**config.mk**
```make
export PLATFORM = sky130hd
export DESIGN_NAME = fifo_stream_reader_flat
export DESIGN_NICKNAME = d
export VERILOG_FILES = /design/src/rtl/fifo_stream_reader_pkg.sv /design/src/rtl/fifo_stream_reader_if.sv /design/src/rtl/fifo_stream_reader_stream_buf3.sv /design/src/rtl/fifo_stream_reader.sv /design/src/flat_wrapper.sv
export SDC_FILE = /design/constraint.sdc
export NUM_CORES = 1
export LEC_CHECK = 0
export ABC_AREA = 1
export BUFFER_PORTS_ARGS = -buffer_cell sky130_fd_sc_hd__buf_2
export CORE_MARGIN = 4
export CORE_UTILIZATION = 40
export CTS_BUF_LIST = sky130_fd_sc_hd__clkbuf_8
export DETAILED_ROUTE_END_ITERATION = 6
export GPL_TIMING_DRIVEN = 0
export PLACE_DENSITY = 0.69
export SLEW_MARGIN = 20
export SYNTH_ARGS = -nofsm -noshare
export SYNTH_HDL_FRONTEND = slang
export SYNTH_HIERARCHICAL = 1
export SYNTH_SLANG_ARGS = --single-unit
export TNS_END_PERCENT = 1
```
**constraint.sdc**
```tcl
create_clock -name i_clk -period 6.8 [get_ports i_clk]
set_input_delay 0.34 -clock i_clk [delete_from_list [all_inputs] [get_ports i_clk]]
set_output_delay 0.34 -clock i_clk [all_outputs]
set_load 0.01 [all_outputs]
```
**src/rtl/fifo_stream_reader_pkg.sv**
```systemverilog
// rtl/fifo_stream_reader_pkg.sv - shared constants and types for the FIFO stream reader
package fifo_stream_reader_pkg;

    localparam int SKID_DEPTH = 3;

    typedef enum logic {
        IDLE   = 1'b0,
        IN_PKT = 1'b1
    } rd_state_t;

    function automatic logic [1:0] ptr_inc(input logic [1:0] p);
        return (p == 2'(SKID_DEPTH - 1)) ? 2'd0 : p + 2'd1;
    endfunction

endpackage

```
**src/rtl/fifo_stream_reader_if.sv**
```systemverilog
// rtl/fifo_stream_reader_if.sv - FIFO read port plus output stream bundle
interface fifo_stream_reader_if #(
    parameter int WIDTH = 32
);
    logic             fifo_empty;
    logic             fifo_rd;
    logic             fifo_dvld;
    logic [WIDTH-1:0] fifo_dout;
    logic             m_valid;
    logic             m_ready;
    logic [WIDTH-1:0] m_data;
    logic             m_last;

    modport master (
        input  fifo_empty, fifo_dvld, fifo_dout, m_ready,
        output fifo_rd, m_valid, m_data, m_last
    );

    modport slave (
        output fifo_empty, fifo_dvld, fifo_dout, m_ready,
        input  fifo_rd, m_valid, m_data, m_last
    );
endinterface

```
**src/rtl/fifo_stream_reader_stream_buf3.sv**
```systemverilog
// rtl/fifo_stream_reader_stream_buf3.sv - 3-entry circular buffer with registered head
module stream_buf3
    import fifo_stream_reader_pkg::*;
#(
    parameter int WIDTH = 32
) (
    input  logic             i_clk,
    input  logic             i_rst_n,
    input  logic             i_push,
    input  logic [WIDTH-1:0] i_push_data,
    input  logic             i_pop,
    output logic [1:0]       o_occ,
    output logic [WIDTH-1:0] o_head
);

    logic [WIDTH-1:0] r_mem [SKID_DEPTH];
    logic [1:0]       r_wr_ptr;
    logic [1:0]       r_rd_ptr;
    logic [1:0]       r_occ;
    logic             w_pop_ok;
    logic             w_push_ok;

    assign w_pop_ok  = i_pop & (r_occ != 2'd0);
    assign w_push_ok = i_push & ((r_occ != 2'(SKID_DEPTH)) | w_pop_ok);

    always_ff @(posedge i_clk or negedge i_rst_n) begin
        if (!i_rst_n) begin
            for (int i = 0; i < SKID_DEPTH; i++) begin
                r_mem[i] <= '0;
            end
            r_wr_ptr <= 2'd0;
            r_rd_ptr <= 2'd0;
            r_occ    <= 2'd0;
        end else begin
            if (w_push_ok) begin
                r_mem[r_wr_ptr] <= i_push_data;
                r_wr_ptr        <= ptr_inc(r_wr_ptr);
            end
            if (w_pop_ok) begin
                r_rd_ptr <= ptr_inc(r_rd_ptr);
            end
            case ({w_push_ok, w_pop_ok})
                2'b10:   r_occ <= r_occ + 2'd1;
                2'b01:   r_occ <= r_occ - 2'd1;
                default: r_occ <= r_occ;
            endcase
        end
    end

    assign o_occ  = r_occ;
    assign o_head = r_mem[r_rd_ptr];

    a_no_overflow: assert property (@(posedge i_clk) disable iff (!i_rst_n)
        i_push |-> ((r_occ != 2'(SKID_DEPTH)) || i_pop));

endmodule

```
**src/rtl/fifo_stream_reader.sv**
```systemverilog
// rtl/fifo_stream_reader.sv - non-FWFT FIFO read master producing a framed valid/ready stream
module fifo_stream_reader
    import fifo_stream_reader_pkg::*;
#(
    parameter int WIDTH = 32,
    parameter int LEN_W = 16,
    parameter int CNT_W = 16
) (
    input  logic                 i_clk,
    input  logic                 i_rst_n,
    input  logic                 i_en,
    input  logic [LEN_W-1:0]     i_pkt_len,
    fifo_stream_reader_if.master bus,
    output logic                 o_busy,
    output logic [CNT_W-1:0]     o_pkt_cnt
);

    logic             r_rd_ok;
    logic             r_inflight;
    logic [1:0]       w_occ;
    logic [WIDTH-1:0] w_head;
    logic             w_credit;
    logic             w_acc;

    rd_state_t        r_state,     w_state_nxt;
    logic [LEN_W-1:0] r_beat_cnt,  w_beat_cnt_nxt;
    logic [LEN_W-1:0] r_len_q,     w_len_q_nxt;
    logic [CNT_W-1:0] r_pkt_cnt,   w_pkt_cnt_nxt;
    logic             w_first;
    logic [LEN_W-1:0] w_len;
    logic [LEN_W-1:0] w_idx;
    logic             w_last;

    // Credit counts only registered state, so m_ready never reaches fifo_rd combinationally.
    assign w_credit    = (3'(w_occ) + 3'(r_inflight)) < 3'(SKID_DEPTH);
    assign bus.fifo_rd = r_rd_ok & i_en & ~bus.fifo_empty & w_credit;

    always_ff @(posedge i_clk or negedge i_rst_n) begin
        if (!i_rst_n) begin
            r_rd_ok    <= 1'b0;
            r_inflight <= 1'b0;
        end else begin
            r_rd_ok    <= 1'b1;
            r_inflight <= bus.fifo_rd | (r_inflight & ~bus.fifo_dvld);
        end
    end

    stream_buf3 #(.WIDTH(WIDTH)) u_buf (
        .i_clk       (i_clk),
        .i_rst_n     (i_rst_n),
        .i_push      (bus.fifo_dvld),
        .i_push_data (bus.fifo_dout),
        .i_pop       (w_acc),
        .o_occ       (w_occ),
        .o_head      (w_head)
    );

    assign bus.m_valid = (w_occ != 2'd0);
    assign bus.m_data  = w_head;
    assign w_acc       = bus.m_valid & bus.m_ready;

    // An unbounded (len 0) stream has no packet to protect, so a new length applies on the next beat.
    assign w_first    = (r_state == IDLE) | (r_len_q == '0);
    assign w_len      = w_first ? i_pkt_len : r_len_q;
    assign w_idx      = w_first ? '0 : r_beat_cnt;
    assign w_last     = bus.m_valid & (w_len != '0) & (w_idx == w_len - LEN_W'(1));
    assign bus.m_last = w_last;

    always_ff @(posedge i_clk or negedge i_rst_n) begin
        if (!i_rst_n) begin
            r_state    <= IDLE;
            r_beat_cnt <= '0;
            r_len_q    <= '0;
            r_pkt_cnt  <= '0;
        end else begin
            r_state    <= w_state_nxt;
            r_beat_cnt <= w_beat_cnt_nxt;
            r_len_q    <= w_len_q_nxt;
            r_pkt_cnt  <= w_pkt_cnt_nxt;
        end
    end

    always_comb begin
        w_state_nxt    = r_state;
        w_beat_cnt_nxt = r_beat_cnt;
        w_len_q_nxt    = r_len_q;
        w_pkt_cnt_nxt  = r_pkt_cnt;
        if (w_acc) begin
            if (w_last) begin
                w_state_nxt    = IDLE;
                w_beat_cnt_nxt = '0;
                w_pkt_cnt_nxt  = r_pkt_cnt + CNT_W'(1);
            end else if (w_first) begin
                w_state_nxt = IN_PKT;
                w_len_q_nxt = i_pkt_len;
                if (i_pkt_len != '0) begin
                    w_beat_cnt_nxt = LEN_W'(1);
                end else if (r_beat_cnt != '1) begin
                    w_beat_cnt_nxt = r_beat_cnt + LEN_W'(1);
                end
            end else begin
                w_beat_cnt_nxt = r_beat_cnt + LEN_W'(1);
            end
        end
    end

    assign o_busy    = r_inflight | (w_occ != 2'd0);
    assign o_pkt_cnt = r_pkt_cnt;

    a_dvld_expected: assert property (@(posedge i_clk) disable iff (!i_rst_n)
        bus.fifo_dvld |-> r_inflight);

endmodule

```
**src/flat_wrapper.sv**
```systemverilog
// flat-port wrapper written by rule: the top's interface ports become plain ports
module fifo_stream_reader_flat import fifo_stream_reader_pkg::*;
#(
    parameter int WIDTH = 32,
    parameter int LEN_W = 16,
    parameter int CNT_W = 16
)
  (i_clk, i_rst_n, i_en, i_pkt_len, o_busy, o_pkt_cnt, bus_fifo_empty, bus_fifo_dvld, bus_fifo_dout, bus_m_ready, bus_fifo_rd, bus_m_valid, bus_m_data, bus_m_last);
  fifo_stream_reader_if #(.WIDTH(WIDTH)) bus_i ();
  input  logic i_clk;
  input  logic i_rst_n;
  input  logic i_en;
  input  logic [LEN_W-1:0] i_pkt_len;
  output logic o_busy;
  output logic [CNT_W-1:0] o_pkt_cnt;
  input wire logic [$bits(bus_i.fifo_empty)-1:0] bus_fifo_empty;
  input wire logic [$bits(bus_i.fifo_dvld)-1:0] bus_fifo_dvld;
  input wire logic [$bits(bus_i.fifo_dout)-1:0] bus_fifo_dout;
  input wire logic [$bits(bus_i.m_ready)-1:0] bus_m_ready;
  output wire logic [$bits(bus_i.fifo_rd)-1:0] bus_fifo_rd;
  output wire logic [$bits(bus_i.m_valid)-1:0] bus_m_valid;
  output wire logic [$bits(bus_i.m_data)-1:0] bus_m_data;
  output wire logic [$bits(bus_i.m_last)-1:0] bus_m_last;
  assign bus_i.fifo_empty = bus_fifo_empty;
  assign bus_i.fifo_dvld = bus_fifo_dvld;
  assign bus_i.fifo_dout = bus_fifo_dout;
  assign bus_i.m_ready = bus_m_ready;
  assign bus_fifo_rd = bus_i.fifo_rd;
  assign bus_m_valid = bus_i.m_valid;
  assign bus_m_data = bus_i.m_data;
  assign bus_m_last = bus_i.m_last;
  fifo_stream_reader #(.WIDTH(WIDTH), .LEN_W(LEN_W), .CNT_W(CNT_W)) u_core (.i_clk(i_clk), .i_rst_n(i_rst_n), .i_en(i_en), .i_pkt_len(i_pkt_len), .bus(bus_i), .o_busy(o_busy), .o_pkt_cnt(o_pkt_cnt));
endmodule
```
==> results of run 1 <==
[worst max path at each step]
stage / to / depth (start not counted)
after CTS: bus_m_last / 18
after global placement: u_core/u_buf/r_mem[78]$_DFFE_PN0P_ / 1
final: bus_m_last / 18
after floorplan: bus_m_last / 17
after detailed placement: bus_m_last / 18
after global routing: bus_m_last / 18
[registers in the layout, indices dropped and copies added, names as in the netlist]
register               count
u_core/u_buf/r_mem        96
u_core/o_pkt_cnt          16
u_core/r_beat_cnt         16
u_core/r_len_q            16
u_core/u_buf/o_occ         2
u_core/u_buf/r_rd_ptr      2
u_core/u_buf/r_wr_ptr      2
u_core/r_inflight          1
u_core/r_rd_ok             1
u_core/r_state             1
[power groups by stage]
stage / Clock (W) / Combinational [W] / Sequential [W]
global placement: 0 / 0.00225 / 0.00147
CTS: 0.000730 / 0.00229 / 0.00147
global route: 0.000763 / 0.00258 / 0.00152
detailed placement: 0 / 0.00229 / 0.00148
floorplan: 0 / 0.00160 / 0.00142
finish: 0.000703 / 0.00231 / 0.00148
[through the flow]
stage | utilization | hold slack, ns
after floorplan | - | 0.0444
after global placement | 0.445 | 0.454
after detailed placement | 0.447 | 0.348
after CTS | 0.465 | 0.0946
after global routing | 0.465 | 0.0964
final | 0.465 | 0.128
[cell usage in the layout (no fill, tap or decap), types with 4 or more instances in the layout]
cell type / count
buf_6: 5
nor4_1: 7
xor2_1: 13
a21oi_1: 4
dfrtp_1: 153
ha_1: 7
nand2_2: 5
nand4_1: 133
inv_8: 7
nand3_2: 5
xnor2_1: 7
nor2_1: 55
inv_1: 92
buf_2: 133
nand3b_1: 12
buf_1: 10
nor2_4: 6
nand3_1: 117
nor3_1: 11
o21ai_0: 14
inv_2: 7
buf_4: 6
nand2_1: 563
nor2_2: 10
clkbuf_1: 21
clkbuf_8: 17
[per-layer routing]
| layer | routed length (um) | GRT usage | share of wire | up-vias |
|---|---|---|---|---|
| li1 | - | - | - | 4521 |
| met1 | 11900 | 0.294 | 0.43 | 4262 |
| met2 | 12700 | 0.344 | 0.46 | 396 |
| met3 | 2270 | 0.0479 | 0.082 | 49 |
| met4 | 728 | 0.0789 | 0.026 | 0 |
| met5 | 0 | 0 | 0 | - |
[worst max-delay path, delay by kind of cell (launching register included)]
kind	cells	cell delay, ns
adder cells (fa/ha/maj)	1	0.31
AND/OR/NAND/NOR	14	1.96
AO/OA/AOI/OAI	1	0.10
flip-flops	1	0.42
buffers and inverters	2	0.34
[cells by family after synthesis]
| logic type | Yosys count | share of synthesized area |
|---|---|---|
| and+or+nand+nor | 928 | 0.457 |
| buffers and inverters | 171 | 0.0805 |
| DFF | 153 | 0.417 |
| AOI/OAI and AO/OA | 27 | 0.0164 |
| xor gates and xnor gates | 20 | 0.0191 |
| adders and majority gates | 7 | 0.00955 |
| other | 1 | 0.000409 |
[final cells by class]
class	count	area, um^2
clock buffer	17	234
multi-input combinational	983	4610
clock inverter	15	169
inverter	100	375
tap	285	357
fill	2343	12100
timing repair buffer	107	573
sequential	153	3830
buffer	71	363
==> out/results.txt, run 1 <==
DIE AREA: 0.0254 mm^2
routed wire length per instance: 16.0 um
dpl ws: 3.41 ns
crit path DAT: 3.59 ns
worst slew pin tran: 0.715 ns
Hold Path End: u_core/r_inflight$_DFF_PN0_
DRT antenna net count: 0
CP dominant cell by count: nand2_1
status: finished clean
hold path startpoint: bus_fifo_dvld
Seq pwr share: 0.329
area grow syn2layout: 14.5%
DR iter-0 viols: 698
Max FO, Critical Path: 10
Die W: 159 um
Sink Count: 153
setup tns final: 0 ns
largest net degree at the start of global routing: 82
post_cts resized: 0
Clk pwr share: 0.157
syn avg cell area: 7.02 um^2
grt total ovfl: 0
Worst path max stage delay: 0.42 ns
Max-Slew Margin vs Limit: 0.521
CTS tree: yes
Clock Latency Late Sink: 0.47 ns
worst hold-check path type: in -> reg
FF+latch count, synth: 153
switching share of power: 0.495
critical-path cell list: nor2_1, nand2_1, nor2_4, nand2_4, nand2_4, nand2_1, nand2_1, ha_1, nand3_1, nand3b_1, o21ai_0, nor2_1, nand2_1, nor2_1, nand3_1, nor2_4, buf_4, buf_2
CTS Buf Count: 17
Synth area leaders: dfrtp_1 42%, nand2_1 23%, nand4_1 9.1%
Ant. Diodes: 0
Synth cell types: 33
WP data required: 6.46 ns
area share of the largest cell type after synthesis: 0.417
Initial Util: 0.406
CTS root buf: clkbuf_8
DP Area: 0.0101 mm^2
minimum clock period: 3.93 ns
register area share after synthesis: 0.417
top_reg_cell synth: dfrtp_1
hold depth: 2
RSZ-0062 raised after global routing: false
Mapped Nets: 1368
layout cell share with drive strength beyond 1: 0.149
reg2reg start: u_core/r_len_q[10]$_DFFE_PN0P_
CP max-delay cell: dfrtp_1
Post-synth EDFFs: 0
Syn Std Cell Area: 0.00917 mm^2
Net count, final: 1494
Combinational Power Share: 0.514
GRT Overall Usage: 0.217
DR vias/cell: 5.33
most frequent cell after synthesis: nand2_1
Max Slew Vio Count: 0
Async SR Flop Fraction: 1.00
core area: 0.0226 mm^2
Crit. End Element: primary output
GPL Wtd Cong: 0.955
I/O pin count: 106
Die Span Y: 159 um
Post-CTS Hold Fix Bufs: 1
reg2reg end: u_core/r_len_q[2]$_DFFE_PN0P_
reg2reg path depth: 20
first-pass GRT wire length: 45400 um
Fmax: 254 MHz
period utilization: 0.578
cell taking the most area after synthesis: dfrtp_1
Pint: 0.00226 W
Ys Warns: 6
fin area: 0.0105 mm^2
initial antenna violation count: 0
Synth Instances: 1307
switching pwr: 0.00222 W
Post-route DRC: 0
Max-Cap Viols: 0
Worst-path clk slew: 0.09 ns
Crit. Startpoint: u_core/r_len_q[10]$_DFFE_PN0P_
Post-CTS Setup Bufs: 0
clock skew: 0.0205 ns
final WL: 27700 um
Fin. Hold Viols: 0
vias in the first global route: 8813
Startpoint Class: register
port buffer count: 105
r2r setup slk: 3.43 ns
Power Dens Cells: 427 mW/mm^2
clk buf depth: 2
HPWL reported at the end of detailed placement: 20200 um
P_leak: 5.61 nW
H-Tree Depth: 4
top cells by count, synth: 563 x nand2_1, 153 x dfrtp_1, 133 x nand4_1
non-filler instance count after layout: 1731
Cells after DPL: 1698
via count: 9228
kind of critical path: reg -> out
final setup margin: 2.87 ns
final total power: 0.00448 W
std cell rows: 55
TritonRoute pass-1 iters: 5
Peak VDD IR: 0.000198 V
Setup Viol. Count Final: 0
(Power assumes the default switching activity.)
==> run 2, diff against run 1 <==
--- a/config.mk
+++ b/config.mk
@@ -12,7 +12,7 @@
 export CTS_BUF_LIST = sky130_fd_sc_hd__clkbuf_8
 export DETAILED_ROUTE_END_ITERATION = 6
 export GPL_TIMING_DRIVEN = 0
-export PLACE_DENSITY = 0.69
+export PLACE_DENSITY = 0.71
 export SLEW_MARGIN = 20
 export SYNTH_ARGS = -nofsm -noshare
 export SYNTH_HDL_FRONTEND = slang
==> constraint.sdc (replaced) <==
create_clock -name i_clk -period 3.2 [get_ports i_clk]
set_input_delay 0.16 -clock i_clk [delete_from_list [all_inputs] [get_ports i_clk]]
set_output_delay 0.16 -clock i_clk [all_outputs]
set_load 0.01 [all_outputs]
==> run 2 against run 1 <==
Net effect: register-to-register slack worse by 3.2 ns; setup slack worse by 2.8 ns; critical path type unchanged; combinational power is 140% higher; routed wire length is 5.0% higher; power is 130% higher; hold slack better by 0.023 ns.
==> out/results.txt, run 2 (synthesis gave the netlist of run 1 again) <==
Fin. Hold Viols: 0
commonest non-fill, non-tap cell in the layout: nand2_1
minimum clock period: 3.16 ns
worst hold-check path type: in -> reg
Clock Latency Late Sink: 0.47 ns
WP data required: 3.04 ns
Net count, final: 1559
Crit. End Element: primary output
clock skew: 0.0194 ns
Cells after DPL: 1698
Max-Slew Margin vs Limit: 0.501
grt total ovfl: 0
Worst path max stage delay: 0.40 ns
Sink Count: 153
Hold WS: 0.151 ns
largest net degree at the start of global routing: 97
Die W: 159 um
layout cell share with drive strength beyond 1: 0.186
GPL Wtd Cong: 0.903
CTS tree: yes
kind of critical path: reg -> out
CP dominant cell by count: nand2_1
Startpoint Class: register
TritonRoute pass-1 iters: 6
core area: 0.0226 mm^2
vias in the first global route: 9186
HPWL reported at the end of detailed placement: 20200 um
Ant. Diodes: 0
Most flops, register: u_core/u_buf/r_mem
CTS Buf Count: 17
P_leak: 5.95 nW
Setup Viol. Count Final: 0
CTS root buf: clkbuf_8
Max FO, Critical Path: 10
Max-Cap Viols: 0
Worst-path clk slew: 0.09 ns
port buffer count: 105
Peak VDD IR: 0.000481 V
max reg flops: 96
first-pass GRT wire length: 47200 um
std cell rows: 55
most frequent cells in the layout: 547 x nand2_1, 153 x dfrtp_1, 133 x nand4_1, 130 x buf_2, 113 x nand3_1
Initial Util: 0.406
status: finished clean
DR vias/cell: 5.30
period utilization: 0.987
worst slew pin tran: 0.745 ns
routed wire length per instance: 16.2 um
DIE AREA: 0.0254 mm^2
final WL: 29000 um
GRT Overall Usage: 0.226
via count: 9522
crit path DAT: 3.00 ns
Max Slew Vio Count: 0
critical-path cell list: nor2_2, nand2_1, nor2_4, nand2_4, nand2_8, buf_6, nand2_1, nand2_1, o21ai_0, nand2_1, nand4_1, nand2_1, inv_1, nor2_1, nand2_2, nor2_4, buf_6, buf_4
RSZ-0062 raised after global routing: true
H-Tree Depth: 4
Power Dens Cells: 904 mW/mm^2
Fmax: 316 MHz
initial antenna violation count: 0
I/O pin count: 106
non-filler instance count after layout: 1796
CP max-delay cell: dfrtp_1
Post-route DRC: 0
Die Span Y: 159 um
DR iter-0 viols: 868
area grow syn2layout: 23.0%
DRT antenna net count: 0
clk buf depth: 2
-- run 2: changes by cell type in the layout (fill, tap and decap cells not counted), sizes merged, moves of 4 or more --
cell / before / now
dlygate4sd3: 1 / 35
inv: 109 / 105
clkinv: 4 / 8
buf: 156 / 186
-- run 2: critical path: cells and delay by family, from the launching register on --
kind / cells / cell delay (ns)
simple gates: 13 / 1.58
compound gates: 1 / 0.12
buf+inv: 4 / 0.43
flops: 1 / 0.40
-- run 2: metrics by stage --
step                      power, W   util  TNS [ns]  cell area [um^2]  setup slack [ns]
after floorplan            0.00641      -         0              9170             0.632
after global placement     0.00793  0.445    -72.91             10100            -0.499
after detailed placement   0.00803  0.447   -0.0132             10100          -0.00757
after CTS                  0.00985  0.489  -0.00177             11000          -0.00177
after global routing        0.0110  0.500    -0.174             11300            -0.168
final                       0.0102  0.500         0             11300            0.0403
-- run 2: power breakdown --
group	internal (W)	leakage (nW)	switching, W	total [W]
Combinational	0.00192	3.79	0.00364	0.00555
Clock	0.000660	0.206	0.000887	0.00155
Sequential	0.00265	1.95	0.000457	0.00310
-- run 2: path summary, 6_finish.rpt --
check	start	to	slack (ns)	cells after the start
max	u_core/r_len_q[3]$_DFFE_PN0P_	bus_m_last	0.04	18
min	i_pkt_len[10]	u_core/r_len_q[10]$_DFFE_PN0P_	0.15	5
max reg2reg	u_core/r_len_q[3]$_DFFE_PN0P_	u_core/r_beat_cnt[13]$_DFFE_PN0P_	0.20	22
min reg2reg	u_core/u_buf/r_mem[28]$_DFFE_PN0P_	u_core/u_buf/r_mem[28]$_DFFE_PN0P_	0.47	2
max in group asynchronous	i_rst_n	u_core/u_buf/r_mem[35]$_DFFE_PN0P_	2.15	3
min in group asynchronous	i_rst_n	u_core/r_len_q[2]$_DFFE_PN0P_	0.21	2
-- run 2: cell type report --
type | instances | area (um^2)
Clock buffer | 17 | 234
Inverter | 100 | 375
Timing Repair Buffer | 173 | 1160
Sequential cell | 153 | 3830
Multi-Input combinational cell | 983 | 4770
Buffer | 70 | 374
Fill cell | 2211 | 11300
Tap cell | 285 | 357
Clock inverter | 15 | 183
-- run 2: metal layers --
metal,global-route usage,vias up,share of wire
li1,-,4637,-
met1,0.303,4417,0.42
met2,0.377,435,0.48
met3,0.0396,33,0.077
met4,0.0627,0,0.014
met5,0,-,0
-- run 2: repair_timing --
action | in CTS | in global routing
pin swaps | 14 | 25
buffers inserted | 14 | 18
hold buffers | 35 | 0
endpoints found under the setup margin | 16 | 46
hold endpoints to repair | 154 | 0
gates resized for setup | 18 | 38
==> run 3, diff against run 2 <==
--- a/config.mk
+++ b/config.mk
@@ -12,7 +12,7 @@
 export CTS_BUF_LIST = sky130_fd_sc_hd__clkbuf_8
 export DETAILED_ROUTE_END_ITERATION = 6
 export GPL_TIMING_DRIVEN = 0
-export PLACE_DENSITY = 0.71
+export PLACE_DENSITY = 0.61
 export SLEW_MARGIN = 20
 export SYNTH_ARGS = -nofsm -noshare
 export SYNTH_HDL_FRONTEND = slang
==> run 3 against run 2 <==
Net effect: hold slack worse by 0.035 ns; largest cell class unchanged; flip-flop and latch count stayed put; setup slack better by 0.013 ns; critical path type unchanged; global-route usage is 0.53 points higher.
==> out/results.txt, run 3 (synthesis gave the netlist of run 1 again) <==
status: finished clean
clk buf depth: 2
Die Span Y: 159 um
port buffer count: 105
CTS root buf: clkbuf_8
CP top delay family: simple AND/OR/NAND/NOR gates
final WL: 29400 um
RSZ-0062 raised after global routing: true
Ant. Diodes: 0
worst slew pin tran: 0.817 ns
GRT Overall Usage: 0.231
Net count, final: 1552
CP max-delay cell: dfrtp_1
DRT antenna net count: 0
Worst path max stage delay: 0.42 ns
GPL Wtd Cong: 0.964
initial antenna violation count: 0
Max-Slew Margin vs Limit: 0.450
Max-Cap Viols: 0
CP dominant cell by count: nand2_1
Power Dens Cells: 895 mW/mm^2
I/O pin count: 106
Peak VDD IR: 0.000404 V
CP bufs+invs: 2
clock skew: 0.0173 ns
WP data required: 3.04 ns
DR vias/cell: 5.31
Startpoint Class: register
Cells after DPL: 1698
period utilization: 0.983
largest net degree at the start of global routing: 79
grt total ovfl: 0
CTS tree: yes
Fin. Hold Viols: 0
HPWL reported at the end of detailed placement: 20600 um
first-pass GRT wire length: 48000 um
Fmax: 318 MHz
dpl ws: -0.0456 ns
crit path DAT: 2.99 ns
H-Tree Depth: 4
setup tns final: 0 ns
Worst-path clk slew: 0.09 ns
Clock Latency Late Sink: 0.46 ns
DIE AREA: 0.0254 mm^2
Crit. End Element: primary output
Max FO, Critical Path: 8
worst hold-check path type: in -> reg
via count: 9502
Die W: 159 um
Most flops, register: u_core/u_buf/r_mem
minimum clock period: 3.15 ns
Post-route DRC: 0
core area: 0.0226 mm^2
r2r setup slk: 0.18 ns
commonest non-fill, non-tap cell in the layout: nand2_1
Setup Viol. Count Final: 0
kind of critical path: reg -> out
Hold WS: 0.116 ns
routed wire length per instance: 16.4 um
P_leak: 5.92 nW
Finished Core Util: 0.499
Max Slew Vio Count: 0
final setup margin: 0.0533 ns
Initial Util: 0.406
vias in the first global route: 9104
TritonRoute pass-1 iters: 5
most frequent cells in the layout: 548 x nand2_1, 153 x dfrtp_1, 133 x nand4_1, 129 x buf_2, 112 x nand3_1
CTS Buf Count: 17
std cell rows: 55
non-filler instance count after layout: 1789
Sink Count: 153
layout cell share with drive strength beyond 1: 0.188
DR iter-0 viols: 770
area grow syn2layout: 22.8%
critical-path cell list: nor2_1, nand2_1, nor2_4, nand2_4, nand3b_1, nand2_2, ha_4, o21bai_4, nand2_1, nor2_1, nand3_2, nor2_2, nand2_1, nor2_2, nand3_2, nor2_4, buf_6, buf_6
max reg flops: 96
==> run 3: changes by cell type in the layout (fill, tap and decap cells not counted), sizes merged <==
cell / delta
inv: +1
clkbuf: +1
clkinvlp: -1
bufinv: -1
clkinv: +1
buf: -8
==> run 3: worst min-delay path, delay by kind of cell <==
kind	cells	cell delay (ns)
buf+inv	1	0.13
simple gates	4	0.24
==> run 3: cell type report <==
| type | instances | area, um^2 |
|---|---|---|
| clock inverters | 15 | 174 |
| flip-flops and latches | 153 | 3830 |
| plain buffers | 71 | 393 |
| clock buffers | 17 | 234 |
| well taps | 285 | 357 |
| multi-input cells | 983 | 4800 |
| inverters | 100 | 375 |
| repair buffers | 165 | 1100 |
| fillers | 2342 | 11300 |
==> run 3: worst paths after layout <==
check	startpoint	endpoint	cells past startpoint
hold reg to reg	u_core/u_buf/r_mem[68]$_DFFE_PN0P_	u_core/u_buf/r_mem[68]$_DFFE_PN0P_	2
hold / removal	i_pkt_len[10]	u_core/r_len_q[10]$_DFFE_PN0P_	5
setup reg to reg	u_core/r_len_q[3]$_DFFE_PN0P_	u_core/o_pkt_cnt[10]$_DFFE_PN0P_	22
min in group asynchronous	i_rst_n	u_core/r_len_q[7]$_DFFE_PN0P_	2
setup / recovery	u_core/r_len_q[3]$_DFFE_PN0P_	bus_m_last	18
max in group asynchronous	i_rst_n	u_core/u_buf/r_mem[70]$_DFFE_PN0P_	3
==> run 3: through the flow <==
step | power (W) | instance area, um^2
CTS | 0.00987 | 11100
detailed placement | 0.00804 | 10100
global placement | 0.00797 | 10100
finish | 0.0101 | 11300
global route | 0.0109 | 11300
floorplan | 0.00641 | 9170
==> run 3: report_power, final <==
| part | total, W | switching [W] | internal, W |
|---|---|---|---|
| registers | 0.00312 | 0.000468 | 0.00265 |
| clock network | 0.00150 | 0.000900 | 0.000597 |
| logic | 0.00547 | 0.00360 | 0.00187 |
| total | 0.0101 | 0.00497 | 0.00512 |
==> run 3: timing repair <==
action | 4_1_cts | 5_1_grt
pin swaps | 18 | 23
hold buffers | 35 | 0
endpoints found under the setup margin | 36 | 49
hold endpoints to repair | 174 | 0
buffers inserted | 13 | 11
gates resized for setup | 33 | 38
==> run 3: layer usage <==
metal	share of wire	global-route usage	wire length (um)	vias to the layer above
li1	-	-	-	4641
met1	0.44	0.316	13000	4505
met2	0.47	0.378	13900	310
met3	0.063	0.0401	1850	46
met4	0.021	0.0679	632	0
met5	0	0	0	-
